===== config.mk =====
export PLATFORM = sky130hd
export DESIGN_NAME = regfile
export DESIGN_NICKNAME = d
export VERILOG_FILES = /design/src/rtl/regfile.sv
export SDC_FILE = /design/constraint.sdc
export NUM_CORES = 2
export LEC_CHECK = 0
export CAP_MARGIN = 10
export CORE_MARGIN = 2
export CORE_UTILIZATION = 26
export DETAILED_ROUTE_END_ITERATION = 8
export GPL_TIMING_DRIVEN = 1
export PLACE_DENSITY = 0.42
export REMOVE_ABC_BUFFERS = 1
export SETUP_SLACK_MARGIN = 0.05
export SYNTH_ARGS = -nofsm -noshare
export SYNTH_HDL_FRONTEND = slang
export SYNTH_SLANG_ARGS = --single-unit

===== constraint.sdc =====
create_clock -name clk -period 2.55 [get_ports clk]
set_input_delay 0.255 -clock clk [delete_from_list [all_inputs] [get_ports clk]]
set_output_delay 0.255 -clock clk [all_outputs]
set_load 0.01 [all_outputs]

===== src/rtl/regfile.sv =====
// -----------------------------------------------------------------------------
// regfile
//
// General-purpose register file for the five-stage MIPS pipeline.
// NUM_REGS x DATA_WIDTH storage, two combinational read ports serving the
// decode stage and one synchronous write port driven by write-back.
// Register 0 reads as zero and ignores writes. A write presented in the same
// cycle as a read of the same register is forwarded to the read port, so
// decode never sees a stale operand.
//
// Ports:
//   clk     in   1           clock, all state updates on the rising edge
//   rst     in   1           synchronous active-high reset, clears all entries
//   we      in   1           write enable (write-back stage)
//   waddr   in   ADDR_WIDTH  destination register number
//   wdata   in   DATA_WIDTH  write data
//   re1     in   1           read-port-1 enable (decode stage)
//   raddr1  in   ADDR_WIDTH  read-port-1 register number
//   rdata1  out  DATA_WIDTH  read-port-1 data, combinational
//   re2     in   1           read-port-2 enable (decode stage)
//   raddr2  in   ADDR_WIDTH  read-port-2 register number
//   rdata2  out  DATA_WIDTH  read-port-2 data, combinational
// -----------------------------------------------------------------------------
module regfile #(
  parameter int DATA_WIDTH = 32,
  parameter int ADDR_WIDTH = 5,
  parameter int NUM_REGS   = 32
) (
  input  logic                  clk,
  input  logic                  rst,
  input  logic                  we,
  input  logic [ADDR_WIDTH-1:0] waddr,
  input  logic [DATA_WIDTH-1:0] wdata,
  input  logic                  re1,
  input  logic [ADDR_WIDTH-1:0] raddr1,
  output logic [DATA_WIDTH-1:0] rdata1,
  input  logic                  re2,
  input  logic [ADDR_WIDTH-1:0] raddr2,
  output logic [DATA_WIDTH-1:0] rdata2
);

  logic [DATA_WIDTH-1:0] regs [NUM_REGS];

  // A write to r0 is never committed, so entry 0 keeps its reset value.
  logic wr_commit;
  assign wr_commit = we && (waddr != '0);

  // NOTE: this storage is cleared on reset because the pipeline relies on
  // every register reading 0 after reset; the per-entry reset is what turns it
  // into flops instead of a plain RAM macro.
  always_ff @(posedge clk) begin
    if (rst) begin
      for (int i = 0; i < NUM_REGS; i++) begin
        regs[i] <= '0;
      end
    end else if (wr_commit) begin
      regs[waddr] <= wdata;
    end
  end

  // Read-port selection in priority order: reset, enable, r0, bypass, storage.
  // The bypass uses the raw write enable; a write to r0 cannot leak through
  // because the r0 check wins first.
  function automatic logic [DATA_WIDTH-1:0] read_port(
    input logic                  rst_i,
    input logic                  re_i,
    input logic [ADDR_WIDTH-1:0] raddr_i,
    input logic                  we_i,
    input logic [ADDR_WIDTH-1:0] waddr_i,
    input logic [DATA_WIDTH-1:0] wdata_i,
    input logic [DATA_WIDTH-1:0] stored_i
  );
    logic [DATA_WIDTH-1:0] result;
    if (rst_i || !re_i || (raddr_i == '0)) begin
      result = '0;
    end else if (we_i && (waddr_i == raddr_i)) begin
      result = wdata_i;
    end else begin
      result = stored_i;
    end
    return result;
  endfunction

  always_comb begin
    rdata1 = read_port(rst, re1, raddr1, we, waddr, wdata, regs[raddr1]);
    rdata2 = read_port(rst, re2, raddr2, we, waddr, wdata, regs[raddr2]);
  end

endmodule

== After elaboration in Yosys (flattened, before gate mapping) ==
Memory sizes are Yosys's and may differ from the RTL's.
Cells that the tools add are included.
Storage, ports and cells
  register bits: 0
  RAM bits: 1024
  bits of input ports: 52
  output and inout port bits: 64
  word-level logic and storage cells: 28
  memories kept: 1
Memories
  regs: words 32, bits a word 32, rd ports 2, clocked after Yosys merged registers in 0, wr ports 32, RTL line 42  | logic [DATA_WIDTH-1:0] regs [NUM_REGS];
Operators by class
  eq/ne operators: 2
  mux-type cells: 12
  reductions and logical operators: 13
Operator list (number)
  $mux W32: 5
  $reduce_or A32 Y1: 1
  $eq A5 B5 Y1: 2
  $logic_not A5 Y1: 2
  $mux W1: 6
  $mux W5: 1
  $reduce_bool A5 Y1: 1
  $logic_or A1 B1 Y1: 4
  $logic_and A1 B1 Y1: 3
  $logic_not A1 Y1: 2

== Logic depth before layout (Yosys ltp) ==
  depth in word-level cells: 7
  mapped depth: 10
  depth with buffers taken out: 5

== Worst setup path after synthesis ==
OpenSTA, ideal clock, no wires.
  kind: input to output
  start point: in raddr2[1]
  end point: out rdata2[10]
  arrival time: 2.127 ns
  required time: 2.295 ns
  slack: 0.168 ns
  stages on the path: 6
  path buffers: 2
  path through: buf_2 -> buf_1 -> mux4_2 -> a211oi_1 -> a31oi_1 -> a221o_1
On the way
  word-level cells in the longest chain between the ends: 4
  elaborated cells between the ends (all ways): 7
  classes of those cells: eq/ne (1); mux (2); reduce/logical (3); memory (1)
RTL lines
  start, declared: RTL line 38  | input logic [ADDR_WIDTH-1:0] raddr2,
  parallel branches: the longest is 3 deep, another holds $mem_v2 Z32 W32
  $mux W32 *: RTL line 74  | if (rst_i || !re_i || (raddr_i == '0)) begin
  end, declared: RTL line 39  | output logic [DATA_WIDTH-1:0] rdata2
Every way passes the cells marked *.

==> impl_metrics.ini <==
[cts]
ctsRootBufferMaster = clkbuf_16
h-tree-depth = 3
cts_sinks = 1024
numCtsBuffers = 120
clk_pin_slew_ps = 60
cts_tree = built
clock_path_buffers = 3

[pwr]
power.leakage_nw = 25.0
total_power_mw = 43.5
power.density_nw_per_um2 = 616
vdd_drop_max_uv = 530

[placed_design]
place_congestion = 0.837
port-buffer-count = 115
placed_area_sq_um = 65400
post-dp-hpwl_um = 162000

[grt]
antenna_found_initial = 11
grt_start_max_net_pins = 56
overflow = 0
grt_util_all_layers_pct = 21.7
grt_pass1_wl_um = 327000
grt_pass1_vias = 38600

[logic_synthesis]
yosysMostFrequentCell = edfxtp_1
synthTopCellsByArea = edfxtp_1, mux4_2, and2_1
avgSynthCellArea_sq_um = 14.5
synth_top_area_share_pct = 56.0
synth_async_sr_flop_share_pct = 0
synth_area_leader_cell = edfxtp_1
yosysSeqAreaShare_pct = 56.0
synthCells = 3798
yosys.cell_types.count = 49
synth-main-ff-cell = edfxtp_1
syn-cell-area_sq_um = 54900
yosys_warnings = 0
ys_top_cells_by_count = edfxtp_1, and2_1, mux4_2
ys_seq_elements = 1024
synth-edff-count = 1024

[flow_run]
maxCapViolations = 0

[detailed_routing]
vias = 37200
ant_nets = 0
viasPerCell = 5.16
drt_iter0_markers = 3565
drt_wl_total_um = 238000
dr.pass1.iters = 7
drcViolationCount = 0
post_drt_wl_per_cell_um = 33.0

[final_layout]
drive_gt1_share_pct = 35.0
top_register = regs
final_area_sq_um = 70600
ff_latch_area_sq_um = 30700
nets = 4352
num-fill-cells = 20500
final_core_util_pct = 33.7
reg_top3 = regs: 1024 flops
area_growth_pct = 28.6
largest_reg_flops = 1024
multi_input_area_sq_um = 24200

[critical_path]
crit_slowest_cell = mux4_2
crit_fanout = 2
crit_required_ps = 2300
path_cells = mux4_2 -> a22o_4 -> a2111oi_4 -> buf_4 -> a21oi_2 -> a22o_1 -> buf_12 -> buf_6
critPathArrivalTime_ps = 2890
slowest_delay_ps = 530
path_class = reg2out
crit_path_end_kind = output pin
start_kind = flop

[sta]
max_freq_ghz = 0.318
drv_slew = 0
timing.slew.headroom_pct = 55.5
layout_min_cycle_time_ps = 3140
hold_viol = 0
tightestPinTransition_ps = 668
finalWorstSetupSlack_ps = -594
finalSetupViolCount = 64
fin_crit_sh_pct = 123
rsz0062_at_grt = true

[die]
die_y_um = 464
ios = 116
coreArea_sq_um = 210000
start_util_pct = 26.2
die_x_um = 464
dieArea_sq_um = 215000
row_count = 168

[worst_hold_path]
min_path_type = in2reg

[run_status]
outcome = finished, violations left
violations = negative setup slack
==> placed cells by master, fill, tap and decap left out, types with 9 or more instances in the layout <==
cell type | netlist | routed
buf_12 | 0 | 193
o21ai_0 | 33 | 25
edfxtp_1 | 1024 | 1024
and2_1 | 993 | 992
a22oi_1 | 62 | 43
a21oi_1 | 94 | 58
a221o_1 | 31 | 27
clkinv_1 | 1 | 30
a31oi_1 | 31 | 20
or2_2 | 32 | 32
a221oi_2 | 0 | 10
a22oi_2 | 0 | 19
buf_2 | 59 | 33
buf_4 | 17 | 459
clkbuf_1 | 317 | 26
nor2_4 | 0 | 36
clkbuf_16 | 0 | 122
a221oi_1 | 63 | 53
a2111oi_4 | 0 | 25
a22o_4 | 0 | 31
conb_1 | 1 | 32
o221ai_1 | 32 | 32
clkdlybuf4s50_1 | 0 | 41
nor2b_1 | 36 | 21
a211oi_2 | 0 | 22
bufinv_16 | 0 | 9
o22ai_1 | 31 | 31
buf_6 | 12 | 30
mux2i_1 | 252 | 251
a31oi_2 | 0 | 10
a22o_1 | 62 | 30
clkinv_2 | 0 | 16
a21oi_2 | 0 | 32
nand2_1 | 74 | 73
mux4_2 | 387 | 387
nor2b_4 | 0 | 15
==> final cells by class <==
cell class,instances,area share [%]
Multi-Input combinational cell,2385,34.2
Antenna cell,8,0.0284
Clock inverter,72,0.913
Inverter,2,0.0142
Timing Repair Buffer,767,11.9
Sequential cell,1024,43.6
Clock buffer,147,4.43
Tap cell,2805,4.97
==> stage by stage <==
step / worst slack [ps] / setup TNS (ps) / instances / hold slack (ps)
floorplan: -1100 / -66420 / 3411 / 367
global placement: -1210 / -68760 / 6971 / 865
detailed placement: -1190 / -72570 / 6971 / 865
CTS: -636 / -28790 / 7204 / 48.0
global route: -660 / -28980 / 7203 / 67.8
finish: -594 / -23700 / 7210 / 93.6
==> what timing repair did <==
action,CTS,global route
setup endpoints to repair,64,64
pin swaps,148,40
hold buffers,0,0
setup buffers,25,4
gates resized for setup,458,70
gates cloned,0,1
==> worst max-delay path, delay by kind of cell, from the launching register on <==
kind / cells / cell delay [ps]
buf+inv: 3 / 430
compound gates: 4 / 770
flops: 1 / 400
mux: 1 / 530
==> final timing paths <==
check                                       from                   endpoint  depth (start not counted)
worst max-delay path  regs[12][10]$_SDFFCE_PN0P_                 rdata1[10]                          8
worst min-delay path                         rst  regs[0][30]$_SDFFCE_PN0P_                          2
==> power by group <==
group | internal (mW) | switching (mW) | total (mW) | leakage [nW]
Clock | 9.57 | 7.49 | 17.1 | 1.81
Combinational | 2.95 | 3.54 | 6.49 | 13.5
Sequential | 19.4 | 0.502 | 20.0 | 9.75
Total | 32.0 | 11.5 | 43.5 | 25.0
==> layer usage <==
metal / wire, um / track usage, %
met3: 12400 / 2.40
met2: 118000 / 37.3
met1: 101000 / 29.0
met5: 0 / 0
met4: 7110 / 6.06
==> cells by family (layout without fill, tap and decap cells) <==
kind of cell              count (synthesis)  after routing  synth area share (%)
AOI/OAI and AO/OA                       505            505                  6.91
xor gates and xnor gates                 10             10                 0.159
buffers and inverters                   420            988                  3.29
DFF                                    1024           1024                  56.0
muxes                                   640            640                  20.5
other                                     1             40               0.00683
and+or+nand+nor                        1198           1198                  13.2
No activity file was read; power rests on OpenSTA's default activity.
